$ cat src/rtl/ps2_host_tx.sv
// PS/2 host-to-device byte transmitter: drives open-drain clock/data enables, device clocks the frame.
// Optional automatic resend on NACK or timeout is enabled by defining PS2_HOST_TX_RETRY_EN.
module ps2_host_tx #(
  parameter int INHIBIT_CYCLES = 6000,
  parameter int TIMEOUT_CYCLES = 750000,
  parameter int MAX_RETRY      = 2
) (
  input  logic       clk,
  input  logic       rst,
  input  logic [7:0] tx_data,
  input  logic       tx_valid,
  output logic       tx_ready,
  output logic       tx_busy,
  output logic       tx_done,
  output logic       tx_err,
  input  logic       ps2_clk_in,
  input  logic       ps2_dat_in,
  output logic       ps2_clk_oe,
  output logic       ps2_dat_oe
);

`ifdef PS2_HOST_TX_RETRY_EN
  localparam bit RETRY_EN = 1'b1;
`else
  localparam bit RETRY_EN = 1'b0;
`endif

  localparam int CNT_MAX = (TIMEOUT_CYCLES > INHIBIT_CYCLES) ? TIMEOUT_CYCLES : INHIBIT_CYCLES;
  localparam int CW      = $clog2(CNT_MAX + 1);
  localparam int RW      = (MAX_RETRY > 0) ? $clog2(MAX_RETRY + 1) : 1;

  localparam logic [CW-1:0] INH_LAST  = CW'(INHIBIT_CYCLES - 1);
  localparam logic [CW-1:0] INH_PRE   = CW'(INHIBIT_CYCLES - 2);
  localparam logic [CW-1:0] TO_LAST   = CW'(TIMEOUT_CYCLES - 1);
  localparam logic [RW-1:0] RETRY_LIM = RW'(MAX_RETRY);
  localparam bit            INH_ONE   = (INHIBIT_CYCLES == 1);

  typedef enum logic [2:0] {
    S_IDLE,
    S_INHIBIT,
    S_RTS,
    S_SHIFT,
    S_ACK,
    S_WAIT_IDLE
  } state_t;

  state_t          r_state, w_state_n;
  logic [9:0]      r_frame, w_frame_n;
  logic [CW-1:0]   r_cnt, w_cnt_n;
  logic [3:0]      r_bit, w_bit_n;
  logic            r_nack, w_nack_n;
  logic [RW-1:0]   r_retry, w_retry_n;
  logic            r_clk_oe, w_clk_oe_n;
  logic            r_dat_oe, w_dat_oe_n;
  logic            r_done, w_done_n;
  logic            r_err, w_err_n;
  logic            w_fail;

  logic r_clk_p0, r_clk_p1, r_clk_p2;
  logic r_dat_p0, r_dat_p1;
  logic w_fall;
  logic w_can_retry;
  logic w_watch;

  assign w_fall      = r_clk_p2 & ~r_clk_p1;
  assign w_can_retry = RETRY_EN && (r_retry < RETRY_LIM);
  assign w_watch     = (r_state == S_RTS) || (r_state == S_SHIFT) ||
                       (r_state == S_ACK) || (r_state == S_WAIT_IDLE);

  always_ff @(posedge clk) begin
    // p0/p1: two-flop synchronizers; p2: previous synced clock for edge detect
    r_clk_p0 <= ps2_clk_in;
    r_clk_p1 <= r_clk_p0;
    r_clk_p2 <= r_clk_p1;
    r_dat_p0 <= ps2_dat_in;
    r_dat_p1 <= r_dat_p0;
    r_frame  <= w_frame_n;
    if (rst) begin
      r_state  <= S_IDLE;
      r_cnt    <= '0;
      r_bit    <= '0;
      r_nack   <= 1'b0;
      r_retry  <= '0;
      r_clk_oe <= 1'b0;
      r_dat_oe <= 1'b0;
      r_done   <= 1'b0;
      r_err    <= 1'b0;
    end else begin
      r_state  <= w_state_n;
      r_cnt    <= w_cnt_n;
      r_bit    <= w_bit_n;
      r_nack   <= w_nack_n;
      r_retry  <= w_retry_n;
      r_clk_oe <= w_clk_oe_n;
      r_dat_oe <= w_dat_oe_n;
      r_done   <= w_done_n;
      r_err    <= w_err_n;
    end
  end

  always_comb begin
    w_state_n  = r_state;
    w_frame_n  = r_frame;
    w_cnt_n    = r_cnt;
    w_bit_n    = r_bit;
    w_nack_n   = r_nack;
    w_retry_n  = r_retry;
    w_clk_oe_n = r_clk_oe;
    w_dat_oe_n = r_dat_oe;
    w_done_n   = 1'b0;
    w_err_n    = 1'b0;
    w_fail     = 1'b0;

    // Once the device owns the clock, any gap between falling edges is bounded.
    if (w_watch) begin
      if (w_fall)                w_cnt_n = '0;
      else if (r_cnt == TO_LAST) w_fail  = 1'b1;
      else                       w_cnt_n = r_cnt + 1'b1;
    end

    case (r_state)
      S_IDLE: begin
        if (tx_valid) begin
          w_frame_n  = {1'b1, ~^tx_data, tx_data};
          w_cnt_n    = '0;
          w_retry_n  = '0;
          w_clk_oe_n = 1'b1;
          w_dat_oe_n = INH_ONE;
          w_state_n  = S_INHIBIT;
        end
      end
      S_INHIBIT: begin
        w_cnt_n = r_cnt + 1'b1;
        if (r_cnt == INH_PRE) w_dat_oe_n = 1'b1;
        if (r_cnt == INH_LAST) begin
          w_cnt_n    = '0;
          w_clk_oe_n = 1'b0;
          w_dat_oe_n = 1'b1;
          w_state_n  = S_RTS;
        end
      end
      S_RTS: begin
        if (w_fall) begin
          w_dat_oe_n = ~r_frame[0];
          w_bit_n    = 4'd1;
          w_state_n  = S_SHIFT;
        end
      end
      S_SHIFT: begin
        // Falling edge k presents frame bit k-1; the tenth releases the line for the stop bit.
        if (w_fall) begin
          w_dat_oe_n = ~r_frame[r_bit];
          w_bit_n    = r_bit + 4'd1;
          if (r_bit == 4'd9) w_state_n = S_ACK;
        end
      end
      S_ACK: begin
        if (w_fall) begin
          w_nack_n  = r_dat_p1;
          w_state_n = S_WAIT_IDLE;
        end
      end
      S_WAIT_IDLE: begin
        if (r_clk_p1 && r_dat_p1) begin
          w_fail     = r_nack;
          w_done_n   = ~r_nack;
          w_clk_oe_n = 1'b0;
          w_dat_oe_n = 1'b0;
          w_state_n  = S_IDLE;
        end
      end
      default: w_state_n = S_IDLE;
    endcase

    if (w_fail) begin
      if (w_can_retry) begin
        w_retry_n  = r_retry + 1'b1;
        w_cnt_n    = '0;
        w_clk_oe_n = 1'b1;
        w_dat_oe_n = INH_ONE;
        w_state_n  = S_INHIBIT;
      end else begin
        w_err_n    = 1'b1;
        w_clk_oe_n = 1'b0;
        w_dat_oe_n = 1'b0;
        w_state_n  = S_IDLE;
      end
    end
  end

  assign tx_ready   = (r_state == S_IDLE);
  assign tx_busy    = (r_state != S_IDLE);
  assign tx_done    = r_done;
  assign tx_err     = r_err;
  assign ps2_clk_oe = r_clk_oe;
  assign ps2_dat_oe = r_dat_oe;

endmodule

$ cat config.mk
export PLATFORM = sky130hd
export DESIGN_NAME = ps2_host_tx
export DESIGN_NICKNAME = d
export VERILOG_FILES = /design/src/rtl/ps2_host_tx.sv
export SDC_FILE = /design/constraint.sdc
export NUM_CORES = 1
export LEC_CHECK = 0
export ABC_AREA = 1
export ABC_CLOCK_PERIOD_IN_PS = 2100
export CORE_MARGIN = 2
export CORE_UTILIZATION = 59
export DETAILED_ROUTE_END_ITERATION = 12
export HOLD_SLACK_MARGIN = 0.06
export PLACE_DENSITY = 0.8
export SLEW_MARGIN = 10
export SYNTH_ARGS = -nofsm -noshare
export SYNTH_HDL_FRONTEND = slang
export SYNTH_SLANG_ARGS = --single-unit
export TNS_END_PERCENT = 100
$ cat constraint.sdc
create_clock -name clk -period 2.1 [get_ports clk]
set_input_delay 0.42 -clock clk [delete_from_list [all_inputs] [get_ports clk]]
set_output_delay 0.42 -clock clk [all_outputs]
set_load 0.02 [all_outputs]
==> impl_metrics.ini, run 1 <==
[power_and_ir_drop]
switching_share = 0.378
vdd_drop_max_uv = 755
p_switching_mw = 1.20
p_per_area_nw_per_um2 = 987
p_leak_nw = 1.32
internal_power_mw = 1.98
combPwrFrac = 0.381
seq_power_share = 0.364
clockPowerShare = 0.255
p_total_mw = 3.18

[route]
route.detailed.drc = 0
first_pass_iters = 4
antenna_left = 0
vias = 2703
routedWlPerCell_microns = 13.2
first_iter_violations = 162
vias_per_cell = 5.37
wl_microns = 6660

[sta]
fmax_mhz = 509
setup_tns_ns = 0
worst_pin_slew_ns = 0.379
post-route-period-util = 0.936
drv_slew = 0
hold_viol = 0
rsz0062_at_grt = false
relSlewSlack = 0.746
clock-skew-final_ns = 0.00655
fin_crit_ns = 1.97
setup_viol = 0

[worst_setup_path]
critPathCaptureType = output port
critPathArrivalTime_ns = 1.55
path_max_fanout = 4
cpMaxStageDelayCell = clkdlybuf4s50_1
reg2reg_depth = 11
crit_end = tx_ready
crit_chain = inv_2, nand2_2, nor2_4, clkdlybuf4s50_1
crit_type = register to output port
critPathLaunchType = register
r2r-end = r_cnt[18]
critPathRequiredTime_ns = 1.68
r2r-start = r_cnt[1]
crit_start = r_state[0]
crit_path_max_incr_delay_ns = 0.62
reg2reg_slack_ns = 0.28

[worst_hold_path]
min_path_type = register to register

[cells_and_area]
design_area_sq_um = 3220
num-fill-cells = 428
layout.nets = 465
syn_to_final_growth_pct = 13.5
drive_gt1_frac = 0.100
antennaDiodeCount = 0
fin_cells = 503

[clocking]
clk-insertion-delay-late_ns = 0.30
cts_buffers = 5
cts_num_sinks = 46
h-tree-depth = 2
clkTransAtPathRegs_ns = 0.09
holdBufCountCts = 0
postCtsSetupBuffers = 0
cts_root_buf = clkbuf_8
cts_tree = done
clockBufferDepth = 2

[synth]
synth_area_sq_um = 2840
yosysUniqueCellTypes = 32
ys_ff_latch = 46
syn_nets = 440
syn-instance-count = 423
ys_seq_area_frac = 0.356
synth_warnings = 0
avgSynthCellArea_sq_um = 6.71

[global_routing]
grt_pass1_vias = 2673
grt_overflow_total = 0
grt_first_pass_wirelength_microns = 11500
grt_max_degree = 20
antenna_found_initial = 0
grt_use_total = 0.269

[floorplan]
rows = 25
fp.coreArea_sq_um = 4690
fp.dieW_microns = 73.4
die-height_microns = 73.4
initial_core_util = 0.605
die_area_sq_um = 5380
ios = 19

[placement]
dp.cells = 495
post_dp_cell_area_sq_um = 3080
numPortBuffers = 18
hpwl_microns = 4980
place.gp.congestion = 1.01

[run_status]
status = completed

[flow_run]
cap_viol_max_count = 0
==> power by group through the flow <==
stage / sequential [mW] / combinational (mW) / clock, mW
6_report: 1.16 / 1.21 / 0.811
5_1_grt: 1.17 / 1.36 / 0.861
4_1_cts: 1.16 / 1.22 / 0.828
3_5_place_dp: 1.18 / 1.20 / 0
3_3_place_gp: 1.18 / 1.17 / 0
2_1_floorplan: 1.15 / 0.919 / 0
==> sequential cells by signal, summed over array words and instances (netlist names), 3 cells and up <==
register,cells
r_frame,9
r_bit,4
r_cnt,20
r_state,3
==> cell families after synthesis <==
kind of cell,count (synthesis),synth area share
and+or+nand+nor,241,0.379
buffers and inverters,65,0.0992
AOI/OAI and AO/OA,53,0.102
xor gates and xnor gates,14,0.0458
adders and majority gates,4,0.0176
DFF,46,0.356
==> layout make-up <==
cell class	instances	area, sq um	share of cell area
clock buffers	6	82.6	0.0256
clock inverters	2	60.1	0.0186
inverters	58	218	0.0675
multi-input cells	312	1550	0.480
flip-flops and latches	46	1010	0.314
well taps	54	67.6	0.0210
repair buffers	25	235	0.0730
==> critical path: cells and delay by family, from the launching register on <==
family	cells	cell delay [ns]
buf+inv	2	0.72
flops	1	0.36
simple gates	2	0.17
==> worst min-delay path by stage <==
stage	start	end	slack (ns)	cells after the start
6_report	r_dat_p0	r_dat_p1	0.33	0
5_1_grt	r_dat_p0	r_dat_p1	0.34	0
4_1_cts	r_clk_p0	r_clk_p1	0.33	0
3_5_place_dp	r_clk_p0	r_clk_p1	0.31	0
3_3_place_gp	r_clk_p0	r_clk_p1	0.31	0
2_1_floorplan	r_clk_p0	r_clk_p1	0.31	0
==> metal layers <==
metal,routed length (microns),share of wire,global-route usage,vias up
li1,-,-,-,1410
met1,2860,0.43,0.307,1224
met2,3410,0.51,0.494,55
met3,232,0.035,0.0425,14
met4,157,0.024,0.115,0
met5,0,0,0,-
==> placed cells by master (no fill, tap or decap), types with 8 or more instances in the layout <==
cell             netlist  routed
dfxtp_1               37      35
a21oi_1               25      25
nor2_1                56      56
o21ai_0               17      17
inv_1                 51      51
clkdlybuf4s50_1        0      17
nand2_1              101     101
edfxtp_1               9       9
nand3_1               50      50
xor2_1                 8       8
nor3_1                 9       9
==> synth_stat cells <==
| library cell | count | share of area |
|---|---|---|
| a21oi_1 | 25 | 0.044 |
| a21oi_2 | 4 | 0.012 |
| buf_1 | 1 | 0.0013 |
| buf_6 | 5 | 0.020 |
| clkbuf_1 | 1 | 0.0013 |
| dfxtp_1 | 37 | 0.26 |
| edfxtp_1 | 9 | 0.095 |
| ha_1 | 4 | 0.018 |
| inv_1 | 51 | 0.067 |
| inv_2 | 7 | 0.0093 |
| nand2_1 | 101 | 0.13 |
| nand2_2 | 5 | 0.011 |
| nand2_4 | 1 | 0.0040 |
| nand3_1 | 50 | 0.088 |
| nand3_2 | 1 | 0.0035 |
| nand3_4 | 1 | 0.0062 |
| nand4_1 | 7 | 0.015 |
| nor2_1 | 56 | 0.074 |
| nor2_2 | 3 | 0.0066 |
| nor2_4 | 3 | 0.012 |
| nor3_1 | 9 | 0.016 |
| o211ai_1 | 1 | 0.0026 |
| o21a_1 | 1 | 0.0026 |
| o21ai_0 | 17 | 0.030 |
| o21ai_1 | 3 | 0.0053 |
| o21ai_2 | 1 | 0.0031 |
| o22ai_1 | 1 | 0.0022 |
| or2_1 | 3 | 0.0066 |
| or2_2 | 1 | 0.0022 |
| xnor2_1 | 5 | 0.015 |
| xnor2_2 | 1 | 0.0057 |
| xor2_1 | 8 | 0.025 |
==> through the flow <==
stage               utilization  hold slack [ns]  worst slack, ns
global route              0.687            0.343           0.0560
detailed placement        0.655            0.312            0.203
global placement          0.655            0.310            0.266
finish                    0.687            0.332            0.134
CTS                       0.686            0.334           0.0706
floorplan                     -            0.310            0.338
==> what timing repair did <==
item,CTS,global route
pin swaps,0,0
endpoints found under the setup margin,1,1
cloned,0,0
endpoints found under the hold margin,0,0
gates resized for setup,2,1
No activity file was read; power rests on OpenSTA's default activity.
==> inputs of run 2 (changes only) <==
--- a/config.mk
+++ b/config.mk
@@ -12,6 +12,7 @@
 export DETAILED_ROUTE_END_ITERATION = 12
 export HOLD_SLACK_MARGIN = 0.06
 export PLACE_DENSITY = 0.8
+export RECOVER_POWER = 50
 export SLEW_MARGIN = 10
 export SYNTH_ARGS = -nofsm -noshare
 export SYNTH_HDL_FRONTEND = slang
==> impl_metrics.ini, run 2 (synthesis results as in run 1) <==
[power_and_ir_drop]
p_per_area_nw_per_um2 = 985
p_leak_nw = 1.33
vdd_drop_max_uv = 726

[worst_hold_path]
hp-start = r_dat_p0
min_path_type = register to register
hold_depth = 0

[cells_and_area]
layout_commonest_cell = nand2_1
drive_gt1_frac = 0.0935
fin_util = 0.685
antennaDiodeCount = 0
largest_reg_flops = 20
syn_to_final_growth_pct = 13.2
top_regs = r_cnt (20), r_frame (9), r_bit (4)
most-common-layout-cells = 102 x nand2_1, 57 x nor2_1, 51 x inv_1
regMostFlops = r_cnt
layout.nets = 465

[sta]
post-route-period-util = 0.942
fin_crit_ns = 1.98
setup_tns_ns = 0
hold_ws_ns = 0.332
hold_viol = 0
relSlewSlack = 0.702
clock-skew-final_ns = 0.00684
setup_viol = 0
drv_slew = 0
fmax_mhz = 505
worst_pin_slew_ns = 0.447
rsz0062_at_grt = false

[route]
route.detailed.drc = 0
first_pass_iters = 4
antenna_left = 0
routedWlPerCell_microns = 13.3
first_iter_violations = 146
vias_per_cell = 5.36
vias = 2696
wl_microns = 6670

[worst_setup_path]
critPathRequiredTime_ns = 1.68
crit_path_max_incr_delay_ns = 0.62
critPathArrivalTime_ns = 1.56
path_max_fanout = 4
cp.depth = 4
r2r-start = r_cnt[1]
crit_start = r_state[0]
crit_chain = inv_2, nand2_1, nor2_4, clkdlybuf4s50_1
critPathCaptureType = output port
path_buf_inv = 2
critPathTopFamily = buffers and inverters
cpMaxStageDelayCell = clkdlybuf4s50_1
critPathLaunchType = register
reg2reg_depth = 11
crit_type = register to output port

[floorplan]
die_area_sq_um = 5380
ios = 19
fp.dieW_microns = 73.4
initial_core_util = 0.605
fp.coreArea_sq_um = 4690
die-height_microns = 73.4
rows = 25

[clocking]
cts_buffers = 5
holdBufCountCts = 0
h-tree-depth = 2
clkTransAtPathRegs_ns = 0.09
ctsResizeCount = 2
postCtsSetupBuffers = 0
clk-insertion-delay-late_ns = 0.30
cts_root_buf = clkbuf_8
clockBufferDepth = 2
cts_tree = done
cts_num_sinks = 46

[run_status]
status = completed

[global_routing]
grt_use_total = 0.269
grt_max_degree = 20
grt_first_pass_wirelength_microns = 11500
grt_pass1_vias = 2673
grt_overflow_total = 0
antenna_found_initial = 0

[placement]
numPortBuffers = 18
hpwl_microns = 4980
place.gp.congestion = 1.01

[flow_run]
cap_viol_max_count = 0
## run 2: cell count changes in the layout (fill, tap and decap cells not counted), sizes merged
cell / before / now
buf: 7 / 6
clkbuf: 6 / 7
clkdlybuf4s50: 17 / 6
dlygate4sd3: 0 / 11
## run 2: worst reg2reg max path: cells and delay by family (launching register included)
| family | cells | cell delay [ns] |
|---|---|---|
| flops | 1 | 0.39 |
| simple gates | 8 | 0.98 |
| fa+ha+maj | 1 | 0.19 |
| buf+inv | 1 | 0.04 |
| compound gates | 1 | 0.13 |
## run 2: layout make-up
class                      instances  area, sq um
clock buffer                       6         82.6
inverter                          58          218
clock inverter                     2         60.1
sequential                        46         1010
tap                               54         67.6
timing repair buffer              25          231
multi-input combinational        312         1540
fill                             432         1480
## run 2: stage by stage
step           total power, mW  cells  cell area (sq um)  setup slack, ns
3_3_place_gp              2.35    495               3080            0.266
3_5_place_dp              2.38    495               3080            0.203
6_report                  3.17    503               3210            0.122
2_1_floorplan             2.07    423               2840            0.338
4_1_cts                   3.20    503               3220           0.0706
5_1_grt                   3.38    503               3210           0.0499
## run 2: per-layer routing
layer  track usage  wire length [microns]
met2         0.494                   3380
met3        0.0425                    242
met4         0.115                    198
met5             0                      0
met1         0.307                   2850
## run 2: worst paths after layout
check / endpoint / slack, ns
setup / recovery: tx_ready / 0.12
hold reg to reg: r_dat_p1 / 0.33
hold / removal: r_dat_p1 / 0.33
setup reg to reg: r_cnt[18] / 0.31
## run 2: power breakdown
part	leakage (nW)	total [mW]	switching, mW	internal, mW
Sequential	0.388	1.16	0.113	1.04
Combinational	0.867	1.19	0.781	0.414
Clock	0.0714	0.814	0.306	0.508
Total	1.33	3.17	1.20	1.96
==> RTL edit: new RTL, flow settings as in run 2 <==
Change the localparam `RETRY_EN` from 1'b0 to 1'b1.
--- a/src/rtl/ps2_host_tx.sv
+++ b/src/rtl/ps2_host_tx.sv
@@ -22,7 +22,7 @@
 `ifdef PS2_HOST_TX_RETRY_EN
   localparam bit RETRY_EN = 1'b1;
 `else
-  localparam bit RETRY_EN = 1'b0;
+  localparam bit RETRY_EN = 1'b1;
 `endif
 
   localparam int CNT_MAX = (TIMEOUT_CYCLES > INHIBIT_CYCLES) ? TIMEOUT_CYCLES : INHIBIT_CYCLES;
Function: same outputs for any inputs over 10 cycles, from zero or initial values and one cycle with rst high; that may be too few to reach the edited logic, so the function may still have changed.
==> RTL edit against run 2 <==
  * Setup slack improved by 0.087 ns
  * Sequential share of layout area fell by 1.2 points
  * First-iteration DRC count rose by 61%
  * Wire length rose by 10%
  * Total power increased by 25%
  * Count of clock-buffer cells in the layout unchanged
  * Clock skew is 0.0021 ns lower
  * Sequential cell count rose by 2
  * Clock power down 28%
  * Worst hold slack better by 0.0080 ns
  * Area after synthesis up 10%
  * Cell area rose by 8.1%
  * Final cell count is 13% higher
  * Critical path type is now flop to flop
  * Critical endpoint is now r_cnt[17]$_SDFF_PP0_
  * Largest cell class unchanged
  * Largest power group unchanged
==> RTL edit: results (changes against run 2) <==
[routing]
drtIter0Drc=235  ; +61%
vias=3071  ; +14%
wl_per_cell_um=12.9  ; -2.5%
drt-pass1-iter-count=5  ; +1

[global_route]
grt_pass1_wl_um=12900  ; +12%
grt_max_degree=16  ; -20%
met1_usage_pct=31.5  ; +0.84 points
grt_usage_pct=26.4  ; -0.51 points
met3_usage_pct=4.35  ; +0.10 points

[timing]
skew_ns=0.00477  ; -0.00207 ns

[critical_path]
crit_family=simple AND/OR/NAND/NOR gates
cp_max_fo=12  ; +8
slowest_delay_ns=0.52  ; -0.10 ns
arrival_ns=2.09  ; +0.53 ns

[layout]
layout-drive-gt1-share_pct=9.24  ; -0.12 points
n_fill_cell=485  ; +12%
final_net_count=514  ; +11%

[logic_synthesis]
synth_xor_area_share_pct=4.99  ; +0.41 points
syn_inst=472  ; +12%
synth_nets=489  ; +11%
synth_area_leaders=dfxtp_1 25%, nand2_1 13%, nor2_1 9.0%, edfxtp_1 8.6%, inv_1 7.7%
synth_fa_ha_area_share_pct=1.60  ; -0.17 points
synth_compound_area_share_pct=10.5  ; +0.32 points
yosysSeqAreaShare_pct=33.5  ; -2.1 points
synth_commonest_cells=108 x nand2_1, 75 x nor2_1, 64 x inv_1

[outcome]
outcome=finished clean

[power]
vdd.ir_drop.worst_v=0.000860  ; +19%
p_leak_nw=1.50  ; +13%

[RTL edit: cell types whose count changed in the layout (fill, tap and decap cells not counted), moves of 4 or more]
cell	before	now
nand3_1	50	38
o21ai_1	2	8
nor2_1	57	76
nand2_1	102	110
nand3_2	1	5
o211ai_1	1	8
a21oi_2	4	0
inv_1	51	64
nand2_4	1	5
a21oi_1	25	21
[RTL edit: path summary, 6_finish.rpt]
check	startpoint	to	slack, ns	depth (start not counted)
setup / recovery	r_cnt[7]$_SDFF_PP0_	r_cnt[17]$_SDFF_PP0_	0.21	10
hold / removal	r_dat_p0$_DFF_P_	r_dat_p1$_DFF_P_	0.34	0
setup reg to reg	r_cnt[7]$_SDFF_PP0_	r_cnt[17]$_SDFF_PP0_	0.21	10
hold reg to reg	r_dat_p0$_DFF_P_	r_dat_p1$_DFF_P_	0.34	0
[RTL edit: worst reg2reg max path: stages (launching register included)]
cell and delay [ns]:
dfxtp_1 0.52, nand2_1 0.14, nor2_1 0.14, nand2_1 0.08, nor2_1 0.12, nand3_2 0.07, nand2_1 0.16, a31oi_1 0.13
buf_4 0.20, inv_1 0.17, nor2_1 0.07
[RTL edit: logic make-up (layout without fill, tap and decap cells)]
kind of cell,count (synthesis),in the layout
buf+inv,76,102
flops,48,48
compound gates,61,61
simple gates,266,266
xor+xnor,17,17
fa+ha+maj,4,4
[RTL edit: cell type report]
cell class              instances  area, um2  area share (%)
clock inverters                 2       13.8           0.396
flip-flops and latches         48       1050            30.3
clock buffers                   6       82.6            2.38
multi-input cells             348       1750            50.5
inverters                      70        265            7.64
well taps                      70       87.6            2.52
repair buffers                 24        219            6.30
[RTL edit: repair_timing]
item	in CTS	in global routing
setup endpoints to repair	1	4
resized for setup	1	4
gates cloned	0	0
setup buffers	0	0
[RTL edit: metal layers]
metal / routed length [um] / up-vias / part of all wire (%)
met5: 0 / - / 0
met4: 190 / 0 / 2.6
met3: 375 / 20 / 5.1
met2: 3640 / 116 / 50
met1: 3140 / 1384 / 43
li1: - / 1551 / -
[RTL edit: report_power, final]
group / internal, mW / total (mW) / switching (mW)
logic: 0.675 / 1.96 / 1.29
registers: 1.17 / 1.42 / 0.257
clock network: 0.270 / 0.585 / 0.316
